**src/rtl/clk_freq_monitor.sv**
```systemverilog
// clk_freq_monitor: measures meas_clk rising edges per refclk gate window and qualifies frequency lock
module clk_freq_monitor #(
  parameter int GATE_CYCLES   = 50000,
  parameter int EXP_COUNT     = 2000,
  parameter int TOL           = 20,
  parameter int LOCK_WINDOWS  = 4,
  parameter int SETTLE_CYCLES = 1024,
  parameter int CNT_W         = 16
) (
  input  logic             i_refclk,
  input  logic             i_rst_n,
  input  logic             i_enable,
  input  logic             i_pll_locked,
  input  logic             i_meas_clk,
  input  logic             i_fail_clear,
  output logic [CNT_W-1:0] o_meas_count,
  output logic             o_count_valid,
  output logic             o_in_range,
  output logic             o_mon_locked,
  output logic             o_fail_sticky
);
  localparam int SW = $clog2(SETTLE_CYCLES + 1);
  localparam int GW = $clog2(GATE_CYCLES + 1);
  localparam int LW = $clog2(LOCK_WINDOWS + 1);
  typedef enum logic [1:0] {IDLE, SETTLE, MEASURE, EVAL} state_t;
  state_t           r_state;
  logic [2:0]       r_mclk_s;
  logic [1:0]       r_lock_s;
  logic [SW-1:0]    r_settle;
  logic [GW-1:0]    r_gate;
  logic [CNT_W-1:0] r_edge_cnt;
  logic [LW-1:0]    r_good;
  logic             w_edge, w_lock, w_in;
  logic [CNT_W:0]   w_cnt, w_exp, w_dev;
  assign w_edge = r_mclk_s[1] & ~r_mclk_s[2];
  assign w_lock = r_lock_s[1];
  // deviation is formed one bit wider so a zero count cannot wrap into range
  assign w_cnt  = {1'b0, r_edge_cnt};
  assign w_exp  = (CNT_W+1)'(EXP_COUNT);
  assign w_dev  = (w_cnt >= w_exp) ? w_cnt - w_exp : w_exp - w_cnt;
  assign w_in   = w_dev <= (CNT_W+1)'(TOL);
  always_ff @(posedge i_refclk) begin
    if (!i_rst_n) begin
      r_state       <= IDLE;
      r_mclk_s      <= '0;
      r_lock_s      <= '0;
      r_settle      <= '0;
      r_gate        <= '0;
      r_edge_cnt    <= '0;
      r_good        <= '0;
      o_meas_count  <= '0;
      o_count_valid <= 1'b0;
      o_in_range    <= 1'b0;
      o_mon_locked  <= 1'b0;
      o_fail_sticky <= 1'b0;
    end else begin
      r_mclk_s      <= {r_mclk_s[1:0], i_meas_clk};
      r_lock_s      <= {r_lock_s[0], i_pll_locked};
      o_count_valid <= 1'b0;
      if (r_good == LW'(LOCK_WINDOWS)) o_mon_locked <= 1'b1;
      if (i_fail_clear) o_fail_sticky <= 1'b0;
      if (!i_enable) begin
        r_state      <= IDLE;
        r_settle     <= '0;
        r_good       <= '0;
        o_mon_locked <= 1'b0;
      end else if ((r_state == MEASURE || r_state == EVAL) && !w_lock) begin
        r_state      <= SETTLE;
        r_settle     <= '0;
        r_good       <= '0;
        o_mon_locked <= 1'b0;
      end else begin
        case (r_state)
          IDLE: begin
            r_state  <= SETTLE;
            r_settle <= '0;
          end
          SETTLE: begin
            if (!w_lock) r_settle <= '0;
            else if (r_settle == SW'(SETTLE_CYCLES - 1)) begin
              r_state    <= MEASURE;
              r_gate     <= GW'(GATE_CYCLES - 1);
              r_edge_cnt <= '0;
            end else r_settle <= r_settle + 1'b1;
          end
          MEASURE: begin
            if (w_edge && !(&r_edge_cnt)) r_edge_cnt <= r_edge_cnt + 1'b1;
            if (r_gate == '0) r_state <= EVAL;
            else r_gate <= r_gate - 1'b1;
          end
          EVAL: begin
            o_meas_count  <= r_edge_cnt;
            o_count_valid <= 1'b1;
            o_in_range    <= w_in;
            r_gate        <= GW'(GATE_CYCLES - 1);
            r_edge_cnt    <= '0;
            r_state       <= MEASURE;
            if (w_in) r_good <= (r_good == LW'(LOCK_WINDOWS)) ? r_good : r_good + 1'b1;
            else begin
              r_good        <= '0;
              o_mon_locked  <= 1'b0;
              o_fail_sticky <= 1'b1;
            end
          end
          default: r_state <= IDLE;
        endcase
      end
    end
  end
endmodule

```
**config.mk**
```make
export PLATFORM = sky130hd
export DESIGN_NAME = clk_freq_monitor
export DESIGN_NICKNAME = d
export VERILOG_FILES = /design/src/rtl/clk_freq_monitor.sv
export SDC_FILE = /design/constraint.sdc
export NUM_CORES = 1
export LEC_CHECK = 0
export ABC_AREA = 1
export CORE_MARGIN = 2
export CORE_UTILIZATION = 60
export DETAILED_ROUTE_END_ITERATION = 10
export GPL_ROUTABILITY_DRIVEN = 0
export MAX_ROUTING_LAYER = met4
export PLACE_DENSITY = 0.88
export SLEW_MARGIN = 5
export SYNTH_ARGS = -nofsm -noshare
export SYNTH_HDL_FRONTEND = slang
export SYNTH_SLANG_ARGS = --single-unit
```
**constraint.sdc**
```tcl
create_clock -name i_refclk -period 2.27 [get_ports i_refclk]
set_input_delay 0.454 -clock i_refclk [delete_from_list [all_inputs] [get_ports i_refclk]]
set_output_delay 0.454 -clock i_refclk [all_outputs]
set_load 0.01 [all_outputs]
```
# Word level (Yosys, flattened, before mapping)
# Cells that the tools add are included.
# word_totals
ff_bits	73
word_cells	88
# op_classes
addsub	6
order_cmp	2
n_eq_ne	15
muxes	28
n_bitwise	5
n_reduce_logical	19
# op_table
cell	count
16-bit 2-to-1 mux	6
16-bit case mux with 3 select lines	2
11-bit 2-to-1 mux	2
11-bit case mux with 2 select lines	1
17-bit by 5-bit <= comparator with 1-bit output, second input constant	1
17-bit 2-to-1 mux	1
11-bit by 16-bit subtractor with 17-bit output, first input constant	1
16-bit by 11-bit subtractor with 17-bit output, second input constant	1
16-bit by 1-bit adder with 16-bit output, second input constant	1
16-bit by 11-bit >= comparator with 1-bit output, second input constant	1
16-bit zero test	1
16-bit AND reduction	1
16-bit by 1-bit subtractor with 16-bit output, second input constant	1
6-bit AND reduction	2
11-bit by 1-bit adder with 11-bit output, second input constant	1
11-bit by 10-bit equality test with 1-bit output, second input constant	1
1-bit 2-to-1 mux	10
3-bit inequality test, second input constant	3
3-bit AND reduction	3
2-bit inequality test, second input constant	4
2-bit case mux with 4 select lines	1
2-bit 2-to-1 mux	3
3-bit 2-to-1 mux	2
2-bit AND reduction	3
other kinds (15)	22

# Longest topological paths before layout
# depth
depth_word	7
ltp_mapped	18

# Worst setup path after synthesis
# Ideal clock, no wire load.
# synth_timing
path_type	flip-flop to flip-flop
from	register r_edge_cnt[5]
to	register r_good[2]
setup_ns	0.123
arrival_ns	1.921
required_ns	2.147
slack_ns	0.226
stages_incl_launch_ff	19
path_buffers	0
cell_sequence	dfxtp_1 -> inv_1 -> ha_1 -> nand2_1 -> inv_1 -> nand2_1 -> inv_1 -> nand2_1 -> nand3_2 -> nand2_1 -> nand2_1 -> nand2_1 -> nand2_1 -> nor2_1 -> nand3_2 -> nand2_2 -> nand2_1 -> a21oi_1 -> nor2_1
# synth_via
elab_chain_len	5
elab_cells_between_ends	8
cone_classes	add/sub (2); order compare (2); eq/ne (1); mux (2); reduce/logical (1)
# synth_rtl
element	line_no	text
start, declared	31	logic [CNT_W-1:0] r_edge_cnt;
start signal, assigned	87	if (w_edge && !(&r_edge_cnt)) r_edge_cnt <= r_edge_cnt + 1'b1;
11-bit by 16-bit subtractor with 17-bit output, or another cell as far along	40	assign w_dev = (w_cnt >= w_exp) ? w_cnt - w_exp : w_exp - w_cnt;
17-bit 2-to-1 mux *	40	
17-bit by 5-bit <= comparator with 1-bit output *	41	assign w_in = w_dev <= (CNT_W+1)'(TOL);
2-bit inequality test (no source line)	--	
2-bit AND reduction (no source line)	--	
end signal, assigned	98	if (w_in) r_good <= (r_good == LW'(LOCK_WINDOWS)) ? r_good : r_good + 1'b1;
end, declared	32	logic [LW-1:0] r_good;
# Mark *: on every way between the ends. The rest lies on a longest branch, timed or not.
# A chain may end at the register's enable or synchronous reset.

# Worst setup path after layout
# layout_timing
from	register r_edge_cnt[12]
to	register r_good[2]
# Same word-level chain as after synthesis.

==> flow_summary.rst <==
.. list-table::
   :header-rows: 1

   * - Metric
     - Value
   * - I/O pin cnt
     - 26
   * - Worst min-delay path startpoint
     - r_lock_s[0]
   * - Number of nets in the layout
     - 698
   * - Distinct cell type count of the synthesized netlist
     - 47
   * - Clk_skew
     - 11.1 ps
   * - Final TNS setup
     - -186 ps
   * - Fraction of synthesized cell area taken by the top area cell type
     - 34.3%
   * - Leakage Power
     - 2.16 nW
   * - Fraction of synthesis flops using an asynchronous set or reset pin
     - 0%
   * - Post-route setup slack
     - -60.2 ps
   * - Maximum level of the CTS H-tree
     - 3
   * - Antenna violations before repair
     - 0
   * - Final global-route overflow total
     - 0
   * - DR pass1 iterations
     - 5
   * - Fraction of the mapped netlist area in simple logic gates
     - 33.3%
   * - Reg2reg end
     - r_good[2]
   * - Post-route clock period utilization
     - 103%
   * - Filler-free cell count of the finished design
     - 783
   * - Crit Path Category
     - reg -> reg
   * - Synthesized instance count
     - 627
   * - Count of final hold-check violations
     - 0
   * - Post-layout total power
     - 2.64 mW
   * - Most common library cell in the layout ignoring fill and taps
     - nand2_1
   * - Filler cell count
     - 463
   * - Number of global-route vias before repair
     - 4143
   * - Count of final setup violators
     - 6
   * - Instance count along the most critical hold path
     - 2
   * - Category of the worst setup path capture point
     - flip-flop
   * - Number of enable flip-flop cells after synthesis
     - 0
   * - Actual transition at the worst max-transition pin
     - 404 ps
   * - Proportion of synthesized area in mux cells
     - 0%
   * - Compound-Gate Fraction of Synth Area
     - 13.1%
   * - Number of placement rows
     - 30
   * - Drt total wl
     - 12.4 mm
   * - Cell types occupying the most area after synthesis
     - dfxtp_1 (34%), nand2_1 (14%), a21oi_1 (6.1%)
   * - Total global-route track usage
     - 29.7%
   * - Largest net degree at the start of global routing
     - 34
   * - Largest vdd supply drop
     - 0.264 mV
   * - Clock sink count
     - 73
   * - Syn Nets
     - 643
   * - Detailed-route vias per instance
     - 5.84
   * - # placed instances
     - 747
   * - Number of I/O port buffers
     - 25
   * - Die Span Y
     - 88.3 um
   * - Launch instance of the worst register-to-register path
     - r_edge_cnt[12]
   * - Xor-xnor portion of the synthesized cell area
     - 6.57%
   * - CTS tree
     - yes
   * - Required time worst endpoint
     - 2520 ps
   * - Drt drc
     - 0
   * - Area of the mapped netlist
     - 0.00427 mm^2
   * - Status
     - complete, but fails checks
   * - Clock transition at path regs
     - 90 ps
   * - CTS Hold Buffers Added
     - 0
   * - Placed cell areas
     - 0.00469 mm^2
   * - HP Class
     - reg -> reg
   * - Total via count after detailed routing
     - 4571
   * - Count of synthesis-stage warnings from yosys
     - 0
   * - Maximum clock rate
     - 429 MHz
   * - Post-detailed-placement half-perimeter wirelength
     - 7.68 mm
   * - Power Density
     - 503 mW/mm^2
   * - Final instance area
     - 0.00524 mm^2
   * - TritonCTS Buffers
     - 9
   * - Iter 0 DRT Violations
     - 397
   * - Critical path arrival
     - 2580 ps
   * - Die outline area
     - 0.00780 mm^2
   * - Standard cell core area
     - 0.00683 mm^2
   * - Seq/Total Area, Yosys
     - 34.3%
   * - Commonest cells after routing, fill and taps aside
     - nand2_1 (148), dfxtp_1 (65), inv_1 (62), nor2_1 (60), a21oi_1 (46)
   * - Layout area overhead
     - 22.9%
   * - Biggest area consumer among synthesized cells
     - dfxtp_1
   * - Post-detailed-route wirelength per cell
     - 15.9 um
   * - Post-layout minimum cycle time
     - 2330 ps
   * - Register-to-Register Path Depth
     - 14
   * - Starting utilization of the core area
     - 62.4%
   * - Die X
     - 88.3 um
   * - Wire length of the first global-routing pass
     - 17.9 mm
   * - RSZ-0062 raised after global routing
     - true
   * - Mean cell area of the mapped netlist
     - 6.80 um^2
   * - Max FO, Critical Path
     - 5
   * - Final ANT Viol Nets
     - 0
   * - Worst-case headroom to the max-slew limit
     - 72.9%
   * - Max-cap violations
     - 0
   * - Violated checks
     - setup timing
   * - Synth Flop Type
     - dfxtp_1
   * - Flops & latches, synth
     - 73
   * - Root Buffer
     - clkbuf_8
   * - Arithmetic-cell share of the synthesized area counting full adders, half adders and majority gates
     - 2.93%
   * - Dominant combinational cell family by area after synthesis
     - simple AND/OR/NAND/NOR gates
   * - Worst slack at placement
     - -1.76 ps
   * - Kind of start point of the critical path
     - flip-flop
   * - Ant diodes
     - 0
   * - Setup slack of the worst register-to-register path
     - -60 ps
   * - Max Buffers Root-to-Sink
     - 2
   * - Endpoint of the worst hold path
     - r_lock_s[1]
   * - Final Max Slew Viols
     - 0
   * - Fraction of final layout cells with drive strength greater than 1
     - 19.5%
   * - Insertion delay to the later sink of the worst-skew pair
     - 360 ps
## cell families after synthesis
kind of cell / count (synthesis)
adders and majority gates: 10
and+or+nand+nor: 312
xor gates and xnor gates: 32
DFF: 73
buffers and inverters: 98
AOI/OAI and AO/OA: 102
## power by group
group / internal, mW / leakage, nW / switching [mW]
sequential: 1.30 / 0.595 / 0.0213
clock: 0.415 / 0.0884 / 0.564
combinational: 0.135 / 1.48 / 0.203
## what timing repair did
item | in CTS | in global routing
pin swaps | 0 | 19
gates resized for setup | 2 | 57
setup buffers | 0 | 16
endpoints found under the setup margin | 1 | 38
cloned | 0 | 4
## state kept, by name, indices dropped and copies added, names as in the netlist
signal,count
r_edge_cnt,16
r_mclk_s,3
r_settle,11
o_meas_count,16
o_count_valid,1
r_gate,16
o_mon_locked,1
r_good,3
r_state,2
r_lock_s,2
o_in_range,1
o_fail_sticky,1
## synth_stat cells, types with 2 or more instances
| cell type | number |
|---|---|
| nand2_1 | 156 |
| xor2_1 | 28 |
| inv_1 | 64 |
| nand3b_1 | 2 |
| nor4_1 | 4 |
| or2_2 | 3 |
| a211oi_1 | 2 |
| buf_6 | 2 |
| o21ai_1 | 8 |
| nand2_4 | 2 |
| nand2_2 | 5 |
| a21oi_2 | 4 |
| nor2_1 | 66 |
| nor2_2 | 4 |
| ha_1 | 10 |
| buf_2 | 10 |
| nand4_1 | 9 |
| o22ai_1 | 4 |
| inv_2 | 6 |
| a21oi_1 | 52 |
| nand3_1 | 38 |
| o21ai_0 | 22 |
| dfxtp_1 | 73 |
| xnor2_1 | 4 |
| clkbuf_1 | 9 |
| nor2_4 | 5 |
| nand3_2 | 3 |
| nor3_1 | 10 |
| a31oi_1 | 4 |
## critical path, stage by stage (launching register included)
cell and delay (ps):
dfxtp_1 410, nor2_4 150, nand2_1 100, nor2_2 250, nand2_1 180, nor2_4 180
nand3_1 120, nand2_1 110, nand2_1 70, nor2_2 160, nand3_4 130, nand2_4 110
nand2_1 90, a21oi_2 130, nor2_1 40
## worst max path at each step
stage,from,endpoint,slack (ps),depth (start not counted)
6_report,r_edge_cnt[12],r_good[2],-60,14
5_1_grt,r_edge_cnt[0],r_good[2],-150,18
4_1_cts,r_settle[0],r_gate[3],10,16
3_5_place_dp,r_edge_cnt[1],r_good[2],-2,18
3_3_place_gp,r_edge_cnt[1],r_good[2],110,18
2_1_floorplan,r_edge_cnt[5],r_good[2],230,18
## routing by layer
layer  track usage [%]  vias up  share of wire (%)
met1              33.5     2070                 37
met3              4.38       97                7.9
met2              50.8      277                 49
li1                  -     2127                  -
met5                 -        -                  0
met4              15.2        0                5.6
## through the flow
stage / hold WS (ps) / util [%]
global route: 480 / 76.7
floorplan: 390 / -
detailed placement: 399 / 68.7
finish: 443 / 76.7
global placement: 398 / 68.7
CTS: 415 / 71.5
## area by class of cell
cell class / instances / area [um^2] / share of cell area (%)
Multi-Input combinational cell: 457 / 2530 / 48.3
Sequential cell: 73 / 1470 / 28.1
Timing Repair Buffer: 66 / 616 / 11.7
Inverter: 73 / 299 / 5.70
Clock buffer: 9 / 124 / 2.36
Tap cell: 96 / 120 / 2.29
Clock inverter: 7 / 61.3 / 1.17
Timing Repair inverter: 2 / 17.5 / 0.334
Power figures use the tool's default switching activity.
==> patch (same settings) <==
The 4 states of `state_t` get a one-hot encoding in 4 bits.
--- a/src/rtl/clk_freq_monitor.sv
+++ b/src/rtl/clk_freq_monitor.sv
@@ -22,7 +22,7 @@
   localparam int SW = $clog2(SETTLE_CYCLES + 1);
   localparam int GW = $clog2(GATE_CYCLES + 1);
   localparam int LW = $clog2(LOCK_WINDOWS + 1);
-  typedef enum logic [1:0] {IDLE, SETTLE, MEASURE, EVAL} state_t;
+  typedef enum logic [3:0] {IDLE = 4'b0001, SETTLE = 4'b0010, MEASURE = 4'b0100, EVAL = 4'b1000} state_t;
   state_t           r_state;
   logic [2:0]       r_mclk_s;
   logic [1:0]       r_lock_s;
Behaviour: same outputs for any inputs over 10 cycles, from zero or initial values and one cycle with i_rst_n low; not proved beyond that.
==> patch against the original RTL <==
  * The flow finishes with violations (design-rule violations, negative setup slack)
  * Final cell count up 15%
  * Largest power group unchanged
  * Design area up 14%
  * Worst hold slack worse by 2.5 ps
  * Sequential share of layout area down 2.4 points
  * Synthesized cell count up 15%
  * Wire length up 47%
  * First-iteration DRC count rose to 2.8 times the old value
  * Via count up 32%
  * Maximum frequency down 6.4%
  * Clock power up 18%
  * Sequential cell count up 2
  * Synthesized area up 11%
  * Power up 2.1%
  * Worst setup slack worse by 160 ps
==> patch: results <==
[status]
run_status = "finished, violations left"
violations = "design-rule violations, negative setup slack"

[synth]
synth_cell_types = 48
ys_seq_area_share_pct = 31.6
synth_commonest_cells = "nand2_1, nor2_1, dfxtp_1"
syn_inst = 723
syn_nets = 739

[drt]
drt_iter0_markers = 1129
route.detailed.wl_per_inst_um = 20.3
dr_total_vias = 6020
post-route-drc-count = 11
drtPass1Iterations = 11

[global_route]
grt_use_total_pct = 35.8
grt_max_degree = 37

[placement]
dp_hpwl_mm = 9.39
place_ws_ps = -49.2

[finish]
nets = 811
final_layout_size_suffix_gt1_share_pct = 22.2

[sta]
slew-limit-headroom_pct = 58.5
fin_tns_setup_ps = -2700
fin_skew_ps = 7.34
fin_ws_ps = -219
finalSetupViolCount = 32

[critical_path]
slowest_stage = "dfxtp_2"
arrival_ps = 2740

[power]
ir_worst_vdd_mv = 0.476

[clocking]
cts_buffer_depth = 2
[patch: worst reg2reg max path: cells and delay by family (launching register included)]
family          cells  cell delay [ps]
flops               1              380
buf+inv             3              340
fa+ha+maj           1              230
simple gates        7             1000
compound gates      2              450
[patch: where the power goes]
part,internal (mW),switching (mW),leakage (nW)
clock,0.639,0.517,0.108
combinational,0.0708,0.130,1.85
sequential,1.32,0.0129,0.613
total,2.03,0.660,2.58
[patch: cell type report]
cell class | count | area, um2
sequential | 75 | 1530
timing repair buffer | 88 | 761
multi-input combinational | 549 | 3030
fill | 420 | 1740
clock buffer | 10 | 138
clock inverter | 5 | 77.6
tap | 102 | 128
inverter | 72 | 289
[patch: logic make-up (layout without fill, tap and decap cells)]
kind of cell             after synthesis  count (layout)  synth area share [%]
AO/OA/AOI/OAI                        121             121                  14.0
XOR/XNOR                              19              19                  3.50
adder cells (fa/ha/maj)               10              10                  2.63
buffers and inverters                 99             175                  9.26
flip-flops                            75              75                  31.6
AND/OR/NAND/NOR                      399             399                  39.0
[patch: what timing repair did]
item,CTS,global route
setup buffers,6,14
endpoints found under the setup margin,28,49
resized for setup,23,56
pin swaps,5,33
hold buffers,0,0
[patch: layer usage]
layer  GRT usage [%]  part of all wire [%]
met1            43.8                    34
met2            58.2                    44
met3            7.57                    14
met4            14.0                   8.3
met5               -                     0
[patch: path summary, 6_finish.rpt]
check / from / depth (start not counted) / slack (ps) / end
setup / recovery: r_edge_cnt[0]$_SDFFE_PN0P_ / 13 / -220 / r_edge_cnt[14]$_SDFFE_PN0P_
hold / removal: r_mclk_s[0]$_SDFF_PN0_ / 2 / 440 / r_mclk_s[1]$_SDFF_PN0_
hold reg to reg: r_mclk_s[0]$_SDFF_PN0_ / 2 / 440 / r_mclk_s[1]$_SDFF_PN0_
setup reg to reg: r_edge_cnt[0]$_SDFFE_PN0P_ / 13 / -220 / r_edge_cnt[14]$_SDFFE_PN0P_
[patch: metrics by stage]
| stage | instance area, um2 | power, mW | utilization, % |
|---|---|---|---|
| finish | 5950 | 2.69 | 77.4 |
| global route | 5950 | 2.73 | 77.4 |
| CTS | 5640 | 2.63 | 73.3 |
| detailed placement | 5320 | 1.52 | 69.1 |
| global placement | 5320 | 1.52 | 69.1 |
| floorplan | 4750 | 1.48 | - |
